<file path="config.mk">
export PLATFORM = sky130hd
export DESIGN_NAME = spike_event_monitor
export DESIGN_NICKNAME = d
export VERILOG_FILES = /design/src/rtl/neuron_pkg.sv /design/src/rtl/spike_event_fifo.sv /design/src/rtl/spike_event_monitor.sv
export SDC_FILE = /design/constraint.sdc
export NUM_CORES = 1
export LEC_CHECK = 0
export ABC_AREA = 1
export CELL_PAD_IN_SITES_DETAIL_PLACEMENT = 1
export CELL_PAD_IN_SITES_GLOBAL_PLACEMENT = 2
export CORE_UTILIZATION = 42
export CTS_BUF_LIST = sky130_fd_sc_hd__clkbuf_8
export DETAILED_ROUTE_END_ITERATION = 8
export GPL_TIMING_DRIVEN = 0
export PLACE_DENSITY = 0.93
export SETUP_SLACK_MARGIN = 0.3
export SLEW_MARGIN = 10
export SYNTH_ARGS = -nofsm -noshare
export SYNTH_HDL_FRONTEND = slang
export SYNTH_SLANG_ARGS = --single-unit
</file>
<file path="constraint.sdc">
create_clock -name clock -period 4.49 [get_ports clock]
set_clock_uncertainty 0.15 [all_clocks]
set_input_delay 1.347 -clock clock [delete_from_list [all_inputs] [get_ports clock]]
set_output_delay 1.347 -clock clock [all_outputs]
set_load 0.005 [all_outputs]
</file>
<file path="src/rtl/neuron_pkg.sv">
// Shared definitions for the neuron readout path.
// Holds the default stamp/count widths, the rate-window FSM state type and
// the ISI saturation constant used by the spike event monitor.
package neuron_pkg;

  localparam int ISI_W_DEF   = 16;
  localparam int COUNT_W_DEF = 8;

  // ISI counter parks here once it saturates; it is also the reset value,
  // so the first event after reset reports "no previous spike".
  localparam logic [ISI_W_DEF-1:0] ISI_SAT = '1;

  typedef enum logic {
    WIN_IDLE  = 1'b0,
    WIN_COUNT = 1'b1
  } win_state_t;

endpackage

</file>
<file path="src/rtl/spike_event_fifo.sv">
// Small synchronous FIFO for spike events.
// Ports:
//   clock, reset        : rising-edge clock, async active-high reset (empties FIFO)
//   push, push_data     : write request and data; ignored when full unless a pop
//                         happens in the same cycle
//   pop                 : read request; ignored when empty
//   head_data           : oldest entry (valid while empty=0)
//   full, empty         : occupancy flags
module spike_event_fifo #(
  parameter int WIDTH = 16,
  parameter int DEPTH = 4
) (
  input  logic             clock,
  input  logic             reset,
  input  logic             push,
  input  logic [WIDTH-1:0] push_data,
  input  logic             pop,
  output logic [WIDTH-1:0] head_data,
  output logic             full,
  output logic             empty
);

  localparam int AW = $clog2(DEPTH);

  // Pointers carry one extra wrap bit to tell full from empty.
  logic [AW:0]      wr_ptr;
  logic [AW:0]      rd_ptr;
  logic [WIDTH-1:0] mem [DEPTH];
  logic             do_push;
  logic             do_pop;

  assign empty = (wr_ptr == rd_ptr);
  assign full  = (wr_ptr[AW] != rd_ptr[AW]) && (wr_ptr[AW-1:0] == rd_ptr[AW-1:0]);

  assign do_pop  = pop & ~empty;
  // A pop frees the head slot this cycle, so a push into a full FIFO is safe.
  assign do_push = push & (~full | do_pop);

  assign head_data = mem[rd_ptr[AW-1:0]];

  always_ff @(posedge clock or posedge reset) begin
    if (reset) begin
      wr_ptr <= '0;
      rd_ptr <= '0;
    end else begin
      if (do_push) wr_ptr <= wr_ptr + 1'b1;
      if (do_pop)  rd_ptr <= rd_ptr + 1'b1;
    end
  end

  always_ff @(posedge clock) begin
    if (do_push) mem[wr_ptr[AW-1:0]] <= push_data;
  end

endmodule

</file>
<file path="src/rtl/spike_event_monitor.sv">
// Spike event monitor: turns the neuron spike level into discrete events,
// applies a refractory window, stamps each accepted event with its
// inter-spike interval, buffers events in a FIFO and reports a firing-rate
// count per programmable window.
// Ports:
//   clock, reset   : rising-edge clock, async active-high reset
//   enable         : detection and rate windowing active
//   spike          : spike level from the neuron core
//   window_len     : rate window length in cycles, 0 = rate reporting off
//   evt_ready      : consumer takes the head event
//   evt_valid      : event available
//   evt_isi        : ISI of the head event (0 when no event)
//   rate_valid     : one-cycle pulse when rate_count is updated
//   rate_count     : accepted spikes in the last completed window
//   overflow       : sticky, an event was dropped on a full FIFO
//
// Rate window FSM:
//   state     | meaning
//   WIN_IDLE  | disabled or window_len=0; counter and accumulator held at 0
//   WIN_COUNT | win_cnt runs 0..window_len-1, report on the last cycle
module spike_event_monitor
  import neuron_pkg::*;
#(
  parameter int ISI_W          = ISI_W_DEF,
  parameter int COUNT_W        = COUNT_W_DEF,
  parameter int FIFO_DEPTH     = 4,
  parameter int REFRACT_CYCLES = 8
) (
  input  logic               clock,
  input  logic               reset,
  input  logic               enable,
  input  logic               spike,
  input  logic [15:0]        window_len,
  input  logic               evt_ready,
  output logic               evt_valid,
  output logic [ISI_W-1:0]   evt_isi,
  output logic               rate_valid,
  output logic [COUNT_W-1:0] rate_count,
  output logic               overflow
);

  // At least one bit so REFRACT_CYCLES=0 still gives a legal counter.
  localparam int RW = (REFRACT_CYCLES > 0) ? $clog2(REFRACT_CYCLES + 1) : 1;

  logic               spike_q;
  logic [RW-1:0]      refr_cnt;
  logic [ISI_W-1:0]   isi_cnt;
  logic               rise;
  logic               accept;

  logic [ISI_W-1:0]   fifo_head;
  logic               fifo_full;
  logic               fifo_empty;
  logic               evt_pop;

  win_state_t         state;
  win_state_t         state_next;
  logic [15:0]        win_cnt;
  logic [COUNT_W-1:0] acc;
  logic [COUNT_W-1:0] acc_inc;
  logic               win_active;
  logic               win_last;
  logic               win_done;
  logic               win_clear;

  // Edge detect and acceptance
  assign rise   = spike & ~spike_q;
  assign accept = rise & enable & (refr_cnt == '0);

  always_ff @(posedge clock or posedge reset) begin
    if (reset) begin
      spike_q  <= 1'b0;
      refr_cnt <= '0;
      isi_cnt  <= '1;
      overflow <= 1'b0;
    end else begin
      spike_q <= spike;

      if (accept)
        refr_cnt <= RW'(REFRACT_CYCLES);
      else if (refr_cnt != '0)
        refr_cnt <= refr_cnt - 1'b1;

      // The stamp pushed on accept is the pre-reload value; reloading to 1
      // makes the next stamp equal the cycle distance between accepts.
      if (accept)
        isi_cnt <= {{(ISI_W-1){1'b0}}, 1'b1};
      else if (isi_cnt != '1)
        isi_cnt <= isi_cnt + 1'b1;

      if (accept && fifo_full && !evt_pop)
        overflow <= 1'b1;
    end
  end

  // Event FIFO
  assign evt_valid = ~fifo_empty;
  assign evt_pop   = evt_valid & evt_ready;
  // FIFO storage is not reset, so mask the head while empty.
  assign evt_isi   = evt_valid ? fifo_head : '0;

  spike_event_fifo #(
    .WIDTH (ISI_W),
    .DEPTH (FIFO_DEPTH)
  ) u_fifo (
    .clock     (clock),
    .reset     (reset),
    .push      (accept),
    .push_data (isi_cnt),
    .pop       (evt_pop),
    .head_data (fifo_head),
    .full      (fifo_full),
    .empty     (fifo_empty)
  );

  // Rate window
  assign win_active = enable & (window_len != 16'd0);
  // ">=" so that shrinking window_len mid-window ends the window at once.
  assign win_last   = (win_cnt >= (window_len - 16'd1));
  assign acc_inc    = (accept && (acc != '1)) ? acc + 1'b1 : acc;

  always_ff @(posedge clock or posedge reset) begin
    if (reset) state <= WIN_IDLE;
    else       state <= state_next;
  end

  always_comb begin
    state_next = state;
    win_done   = 1'b0;
    win_clear  = 1'b0;
    case (state)
      WIN_IDLE: begin
        win_clear = 1'b1;
        if (win_active) state_next = WIN_COUNT;
      end
      WIN_COUNT: begin
        if (!win_active) begin
          state_next = WIN_IDLE;
          win_clear  = 1'b1;
        end else if (win_last) begin
          win_done  = 1'b1;
          win_clear = 1'b1;
        end
      end
      default: begin
        state_next = WIN_IDLE;
        win_clear  = 1'b1;
      end
    endcase
  end

  always_ff @(posedge clock or posedge reset) begin
    if (reset) begin
      win_cnt    <= '0;
      acc        <= '0;
      rate_valid <= 1'b0;
      rate_count <= '0;
    end else begin
      rate_valid <= win_done;
      if (win_done) rate_count <= acc_inc;
      if (win_clear) begin
        win_cnt <= '0;
        acc     <= '0;
      end else begin
        win_cnt <= win_cnt + 16'd1;
        acc     <= acc_inc;
      end
    end
  end

endmodule

</file>
==> results.yml, run 1 <==
synth:
  synthMostInstantiatedCell: "nand2_1"
  synth_commonest_cells: "nand2_1, nor2_1, inv_1"
  ys.flop_type: "edfxtp_1"
  synth_cells: 678
  mappedNetlistNets: 725
  postSynth.asyncResetShare_pct: 49.2
  synthMuxAreaShare_pct: 0
  post_synthesis_share_of_cell_area_spent_on_and_or_nand_and_nor_gates_pct: 21.0
  synth-warning-count: 0
  dominant_combinational_cell_family_by_area_after_synthesis: "simple AND/OR/NAND/NOR gates"
  synth_area_mm2: 0.00639
  synth_compound_area_share_pct: 8.13
  ys_types: 37
  synthAdderAreaFrac_pct: 5.09
  synth_seq_cells: 126
  synth_top_cell_by_area: "edfxtp_1"
  yosys-top-cells-area: "edfxtp_1, dfrtp_1, nand2_1"
  yosysTopAreaCellShare_pct: 30.1
  seq_area_frac_synth_pct: 54.7
  syn_area_per_cell_um2: 9.42
  synth_enable_flop_cells: 64
  synthXorXnorAreaFrac_pct: 4.80
setup_path:
  critical_path_required_ns: 2.99
  path_class: "flip-flop to primary output"
  regToRegStartpoint: "refr_cnt[0]$_DFFE_PP0P_"
  crit-reg2reg-capture: "u_fifo.mem[3][8]$_DFFE_PP_"
  reg2reg_depth: 7
  crit_arrival_ns: 2.53
  worst-r2r-setup-slack_ns: 1.97
  crit_path_max_fanout: 10
  worstSetupEndpointType: "primary output"
  timing.critical_path.from_type: "flip-flop"
grt:
  first_global_vias: 5424
  grt_util_overall_pct: 21.6
  grt_antenna_before_repair: 0
  grt_max_degree: 63
  grt_pass1_wl_um: 26200
  grt-ovfl-total: 0
sta:
  tightestPinTransition_ns: 0.779
  post-route-period-util_pct: 89.7
  timing.fmax_mhz: 248
  post-route-min-period_ns: 4.03
  slew-limit-headroom_pct: 48.1
  rsz0062_at_grt: "true"
  finalHoldViolCount: 0
  final_max_slew_viol_count: 0
  finalSetupViolCount: 0
route:
  post_drt_wl_per_cell_um: 16.6
  drt_pre_antenna_iters: 6
  avgViaCountPerCell: 5.20
  totalWireLength_um: 15700
  antenna_violating_nets_post_route: 0
  route.detailed.drc: 4
  vias: 4911
  drt_iter0_markers: 337
hold_path:
  hold-path-endpoint: "rate_count[0]$_DFFE_PP0P_"
  worst_hold_path_type: "flip-flop to flip-flop"
  hold-path-cell-count: 2
  hold_path_startpoint: "rate_count[0]$_DFFE_PP0P_"
power:
  sw_frac_of_total_pct: 34.6
  power.density_cell_area_mw_per_mm2: 503
  share_seq_of_total_power_pct: 41.4
  pwr-share-clk_pct: 26.2
  internal-power_mw: 2.49
  p_leak_nw: 3.26
  p_sw_mw: 1.32
  peakVddDrop_uv: 184
  pwr-share-comb_pct: 32.4
place:
  post-dp-hpwl_um: 11300
  dp_cells: 913
  buffer_ports.inserted: 47
  area_of_placed_instances_mm2: 0.00716
  gp_routability_congestion: 0.815
floorplan:
  floorplan.io_pins: 48
  row_count: 44
  dieWidth_um: 125
  effective_utilization_at_floorplan_pct: 43.4
  die_h_um: 125
  core-area_mm2: 0.0147
  dieArea_mm2: 0.0157
run_status:
  violated_checks: "design-rule violations"
  status: "finished, violations left"
clock_tree:
  cts_inserted_buffers: 17
  cts_tree: "yes"
  clk_path_buf_depth: 2
  hold_bufs_at_cts: 0
  cts_max_level: 4
  clock_tree_root_buffer_cell: "clkbuf_8"
  clkSinkCount: 126
  worst_setup_hold_path_clk_slew_ns: 0.07
  clock_latency_ns: 0.45
finish:
  layout.cell_area.non_filler_mm2: 0.00757
  nFillCells: 1666
  post-route-util_pct: 51.5
  diodes: 0
  post_route_cells_drive_above_1_share_pct: 13.0
  final_standard_cell_count_with_taps_included_and_fillers_excluded: 945
  finalNetCount: 795
  synthToLayoutAreaGrowth_pct: 18.5
flow_run:
  drv.max_cap_violation_count: 0
==> power by group through the flow <==
stage          Combinational [mW]  Clock (mW)  Sequential, mW
2_1_floorplan               0.705           0            1.53
3_3_place_gp                 1.15           0            1.57
3_5_place_dp                 1.23           0            1.60
4_1_cts                      1.25        1.01            1.58
5_1_grt                      1.39        1.06            1.60
6_report                     1.23       0.996            1.58
==> cell families after synthesis <==
family | after synthesis
fa+ha+maj | 26
xor+xnor | 35
flops | 126
compound gates | 95
buf+inv | 101
simple gates | 295
==> cell usage in the layout (no fill, tap or decap), drive strengths merged, types with 2 or more instances in the layout <==
cell type        n
o22ai           17
a31oi            7
o21ai           54
edfxtp          64
nand3           34
a31o             3
clkinv           6
nor2           107
nor3            11
xor2            20
inv             92
dfrtp           46
dfstp           16
clkbuf          25
ha              26
or2              3
nand2          128
a21oi           13
clkinvlp         2
buf              9
xnor2           15
bufinv           3
nand4           10
clkdlybuf4s50   47
==> registers in the layout, indices dropped and copies added, names as in the netlist <==
signal	flops
acc	8
isi_cnt	16
overflow	1
rate_count	8
rate_valid	1
refr_cnt	4
spike_q	1
state	1
u_fifo.mem	64
u_fifo.rd_ptr	3
u_fifo.wr_ptr	3
win_cnt	16
==> repair_timing <==
item	4_1_cts	5_1_grt
resized for setup	3	6
setup endpoints to repair	7	15
buffers inserted	0	0
hold endpoints to repair	0	0
==> area by class of cell <==
class                   instances  area (um^2)  share of cell area (%)
repair buffers                 51          531                    7.01
multi-input cells             451         2510                    33.2
inverters                      88          333                    4.40
well taps                     184          230                    3.04
flip-flops and latches        126         3490                    46.2
clock inverters                15          160                    2.12
clock buffers                  17          234                    3.09
plain buffers                  13         72.6                   0.959
==> through the flow <==
stage	power (mW)	worst slack [ns]	TNS [ns]	hold WS [ns]
final	3.81	0.464	0	0.329
after global routing	4.04	0.295	0	0.355
after CTS	3.83	0.371	0	0.335
after detailed placement	2.83	-0.178	-1.62	0.315
after global placement	2.73	0.00964	0	0.313
after floorplan	2.24	0.925	0	0.308
==> critical path, stage by stage, from the launching register on <==
cell and delay (ns):
dfrtp_1 0.35, clkbuf_2 0.21, buf_1 0.48, o21ai_0 0.20, o22ai_1 0.22, nand2_1 0.07
inv_1 0.06, clkdlybuf4s50_1 0.50
==> worst max path at each step <==
stage                                            start                   endpoint  slack (ns)  depth (start not counted)
after CTS                 u_fifo.rd_ptr[0]$_DFFE_PP0P_                evt_isi[12]        0.37                          8
after global placement                   window_len[0]  rate_count[1]$_DFFE_PP0P_        0.01                         15
after floorplan                          window_len[0]  rate_count[0]$_DFFE_PP0P_        0.93                         14
after global routing      u_fifo.rd_ptr[0]$_DFFE_PP0P_                evt_isi[12]        0.30                          7
after detailed placement                 window_len[0]  rate_count[3]$_DFFE_PP0P_       -0.18                         15
final                     u_fifo.rd_ptr[0]$_DFFE_PP0P_                evt_isi[12]        0.46                          7
==> routing by layer <==
| metal | wire, um | share of wire [%] | global-route usage, % | vias to the layer above |
|---|---|---|---|---|
| li1 | - | - | - | 2380 |
| met1 | 6730 | 43 | 25.4 | 2418 |
| met2 | 8020 | 51 | 38.6 | 87 |
| met3 | 585 | 3.7 | 4.32 | 26 |
| met4 | 327 | 2.1 | 8.68 | 0 |
| met5 | 0 | 0 | 0 | - |
Power figures use the tool's default switching activity.
==> inputs of run 2 (changes only) <==
- SLEW_MARGIN: 10 -> 20
==> results.yml, run 2 (synthesis gave the netlist of run 1 again) <==
setup_path:
  crit_arrival_ns: 2.53
  critPathSlowestCell: "clkdlybuf4s50_1"
  worst-r2r-setup-slack_ns: 1.96
  cpPeakStageDelay_ns: 0.49
  timing.critical_path.from_type: "flip-flop"
  worstSetupEndpointType: "primary output"
  critical_path_required_ns: 2.99
  crit-reg2reg-capture: "u_fifo.mem[3][11]$_DFFE_PP_"
  worstPathCellList: "clkbuf_2, clkbuf_1, o21ai_0, o22ai_1, nand2_1, inv_1, clkdlybuf4s50_1"
  path_class: "flip-flop to primary output"
  reg2reg_depth: 7
  crit_path_max_fanout: 10
  regToRegStartpoint: "refr_cnt[0]$_DFFE_PP0P_"
place:
  gp_routability_congestion: 0.815
  post-dp-hpwl_um: 11400
  buffer_ports.inserted: 47
clock_tree:
  cts_inserted_buffers: 17
  postCtsSetupRepairBufs: 0
  worst_setup_hold_path_clk_slew_ns: 0.07
  clock_latency_ns: 0.46
  cts_tree: "yes"
  cts_max_level: 4
  clock_tree_root_buffer_cell: "clkbuf_8"
  clkSinkCount: 126
  clk_path_buf_depth: 2
grt:
  grt_util_overall_pct: 21.8
  grt_pass1_wl_um: 26500
  grt-ovfl-total: 0
  grt_antenna_before_repair: 0
  grt_max_degree: 39
  first_global_vias: 5441
finish:
  most-common-layout-cells: "nand2_1, nor2_1, inv_1, edfxtp_1, o21ai_0"
  post_route_cells_drive_above_1_share_pct: 13.6
  layout.cells.most_common: "nand2_1"
  synthToLayoutAreaGrowth_pct: 18.6
  diodes: 0
  finalNetCount: 796
  largest_register_ffs: 64
  post-route-util_pct: 51.5
route:
  post_drt_wl_per_cell_um: 16.6
  route.detailed.drc: 4
  totalWireLength_um: 15700
  vias: 4931
  drt_pre_antenna_iters: 7
  avgViaCountPerCell: 5.21
  drt_iter0_markers: 301
  antenna_violating_nets_post_route: 0
power:
  peakVddDrop_uv: 191
  power.density_cell_area_mw_per_mm2: 497
  totalPowerFinal_mw: 3.76
  p_leak_nw: 3.25
sta:
  finalSetupViolCount: 0
  post-route-min-period_ns: 4.02
  slew-limit-headroom_pct: 61.6
  finalHoldViolCount: 0
  post-route-period-util_pct: 89.6
  tightestPinTransition_ns: 0.576
  rsz0062_at_grt: "false"
  final_max_slew_viol_count: 0
  timing.fmax_mhz: 249
floorplan:
  effective_utilization_at_floorplan_pct: 43.4
  dieWidth_um: 125
  core-area_mm2: 0.0147
  row_count: 44
  die_h_um: 125
  floorplan.io_pins: 48
  dieArea_mm2: 0.0157
hold_path:
  hold-path-endpoint: "rate_count[7]$_DFFE_PP0P_"
  hold_path_startpoint: "rate_count[7]$_DFFE_PP0P_"
  worst_hold_path_type: "flip-flop to flip-flop"
  hold-path-cell-count: 2
run_status:
  violated_checks: "design-rule violations"
  status: "finished, violations left"
flow_run:
  drv.max_cap_violation_count: 0
## run 2: metrics by stage
stage | setup TNS (ns) | cells | hold slack (ns) | area [um^2] | worst slack [ns]
floorplan | 0 | 678 | 0.308 | 6390 | 0.925
global placement | 0 | 909 | 0.313 | 7090 | 0.00964
detailed placement | -0.973 | 914 | 0.315 | 7180 | -0.136
CTS | 0 | 946 | 0.338 | 7560 | 0.315
global route | 0 | 946 | 0.364 | 7570 | 0.273
finish | 0 | 946 | 0.332 | 7570 | 0.466
## run 2: final cells by class
cell class                      count  area [um^2]
Inverter                           88          333
Timing Repair Buffer               52          551
Sequential cell                   126         3490
Multi-Input combinational cell    451         2510
Clock buffer                       18          248
Tap cell                          184          230
Clock inverter                     14          133
Buffer                             13         71.3
Fill cell                        1689         7130
## run 2: critical path, delay by kind of cell (launching register included)
kind / cells / cell delay, ns
AO/OA/AOI/OAI: 2 / 0.42
buffers and inverters: 4 / 1.21
flip-flops: 1 / 0.36
AND/OR/NAND/NOR: 1 / 0.07
## run 2: per-layer routing
metal	routed length, um	up-vias	global-route usage (%)
met2	8170	89	40.3
met4	261	0	7.53
met3	617	27	4.66
met1	6610	2430	24.8
li1	-	2385	-
met5	0	-	0
## run 2: repair_timing
action,4_1_cts,5_1_grt
resized for setup,1,6
setup endpoints to repair,1,42
gates cloned,0,0
hold buffers,0,0
## run 2: where the power goes
part	internal (mW)	switching [mW]	total, mW
sequential	1.41	0.163	1.57
clock	0.462	0.497	0.959
combinational	0.541	0.687	1.23
total	2.41	1.35	3.76
## run 2: worst max path at each step
stage,from,endpoint,slack (ns),cells past startpoint
after detailed placement,window_len[0],rate_count[3]$_DFFE_PP0P_,-0.14,15
after CTS,u_fifo.rd_ptr[0]$_DFFE_PP0P_,evt_isi[6],0.32,8
after global placement,window_len[0],rate_count[1]$_DFFE_PP0P_,0.01,15
after global routing,window_len[2],rate_count[2]$_DFFE_PP0P_,0.27,16
after floorplan,window_len[0],rate_count[0]$_DFFE_PP0P_,0.93,14
final,u_fifo.rd_ptr[0]$_DFFE_PP0P_,evt_isi[12],0.47,7
==> inputs of run 3 (changes only) <==
- CORE_ASPECT_RATIO: default -> 0.7
- CORE_MARGIN: default -> 2
==> results.yml, run 3 (synthesis gave the netlist of run 1 again) <==
sta:
  slew-limit-headroom_pct: 61.0
  rsz0062_at_grt: "false"
  finalHoldViolCount: 0
  finalSetupViolCount: 0
  timing.fmax_mhz: 248
  tightestPinTransition_ns: 0.586
  fin_worst_hold_slack_ns: 0.322
  fin_setup_tns_ns: 0
  post-route-min-period_ns: 4.03
  post-route-period-util_pct: 89.7
  final_max_slew_viol_count: 0
clock_tree:
  clock_tree_root_buffer_cell: "clkbuf_8"
  clkSinkCount: 126
  clk_path_buf_depth: 2
  cts_max_level: 4
  hold_bufs_at_cts: 0
  cts_inserted_buffers: 17
  cts_tree: "yes"
  clock_latency_ns: 0.45
  worst_setup_hold_path_clk_slew_ns: 0.08
finish:
  finalNetCount: 797
  post_route_cells_drive_above_1_share_pct: 14.4
  most-common-layout-cells: "nand2_1, nor2_1, inv_1, edfxtp_1, o21ai_0"
  layout.cell_area.non_filler_mm2: 0.00759
  layout.cells.most_common: "nand2_1"
  final_standard_cell_count_with_taps_included_and_fillers_excluded: 958
  synthToLayoutAreaGrowth_pct: 18.8
  largest_register_ffs: 64
  diodes: 0
place:
  buffer_ports.inserted: 47
  area_of_placed_instances_mm2: 0.00719
  post-dp-hpwl_um: 12000
  dp_cells: 925
  gp_routability_congestion: 0.802
setup_path:
  crit_path_max_fanout: 10
  critical_path_required_ns: 2.99
  timing.critical_path.from_type: "flip-flop"
  cpPeakStageDelay_ns: 0.44
  critPathSlowestCell: "clkdlybuf4s50_1"
  path_class: "flip-flop to primary output"
  worstPathCellList: "clkbuf_2, inv_2, nand2_1, nand2_1, nand4_4, buf_2, nand2_1, inv_1, clkdlybuf4s50_1"
  worstSetupEndpointType: "primary output"
  crit_arrival_ns: 2.53
  path_common_cell: "nand2_1"
route:
  post_drt_wl_per_cell_um: 17.1
  avgViaCountPerCell: 5.17
  drt_pre_antenna_iters: 5
  route.detailed.drc: 0
  vias: 4955
  antenna_violating_nets_post_route: 0
  totalWireLength_um: 16300
  drt_iter0_markers: 245
floorplan:
  core-area_mm2: 0.0148
  effective_utilization_at_floorplan_pct: 43.2
  dieWidth_um: 151
  dieArea_mm2: 0.0162
  die_h_um: 107
  row_count: 37
  floorplan.io_pins: 48
grt:
  grt_pass1_wl_um: 26800
  grt_antenna_before_repair: 0
  grt_max_degree: 39
  grt-ovfl-total: 0
  first_global_vias: 5233
  grt_util_overall_pct: 21.9
hold_path:
  worst_hold_path_type: "flip-flop to flip-flop"
run_status:
  status: "complete, no violations"
power:
  power.density_cell_area_mw_per_mm2: 501
  peakVddDrop_uv: 235
  totalPowerFinal_mw: 3.80
  p_leak_nw: 3.26
flow_run:
  drv.max_cap_violation_count: 0
## run 3: final cells by class
class | count | area (um^2)
flip-flops and latches | 126 | 3490
well taps | 195 | 244
clock inverters | 13 | 113
multi-input cells | 451 | 2520
clock buffers | 19 | 262
fillers | 1669 | 7180
plain buffers | 13 | 76.3
repair buffers | 53 | 551
inverters | 88 | 333
## run 3: worst max-delay path, delay by kind of cell, from the launching register on
family | cells | cell delay (ns)
AND/OR/NAND/NOR | 4 | 0.56
flip-flops | 1 | 0.40
buffers and inverters | 5 | 1.12
## run 3: through the flow
stage / utilization (%) / worst slack (ns)
floorplan: - / 0.925
global placement: 48.1 / -0.0940
detailed placement: 48.7 / -0.160
CTS: 51.2 / 0.304
global route: 51.4 / 0.317
finish: 51.4 / 0.461
## run 3: path summary, 6_finish.rpt
kind	from	to	slack, ns	cells after the start
setup / recovery	u_fifo.rd_ptr[0]$_DFFE_PP0P_	evt_isi[10]	0.46	9
hold / removal	rate_count[0]$_DFFE_PP0P_	rate_count[0]$_DFFE_PP0P_	0.32	2
setup reg to reg	u_fifo.rd_ptr[0]$_DFFE_PP0P_	u_fifo.mem[1][3]$_DFFE_PP_	1.81	8
hold reg to reg	rate_count[0]$_DFFE_PP0P_	rate_count[0]$_DFFE_PP0P_	0.32	2
max in group asynchronous	reset	isi_cnt[5]$_DFFE_PP1P_	2.53	3
min in group asynchronous	reset	rate_count[1]$_DFFE_PP0P_	1.08	2
## run 3: metal layers
metal | share of wire (%) | global-route usage [%]
met5 | 0 | 0
met4 | 1.4 | 7.68
met3 | 4.7 | 5.19
met2 | 47 | 34.3
met1 | 47 | 29.8
## run 3: repair_timing
item                                    in CTS  in global routing
pin swaps                                    0                  1
cloned                                       0                  0
endpoints found under the setup margin       4                 49
setup buffers                                0                  1
resized for setup                            3                 12
## run 3: power breakdown
part	internal (mW)	leakage (nW)	switching [mW]
clock network	0.466	0.189	0.476
logic	0.547	1.69	0.724
registers	1.41	1.38	0.178
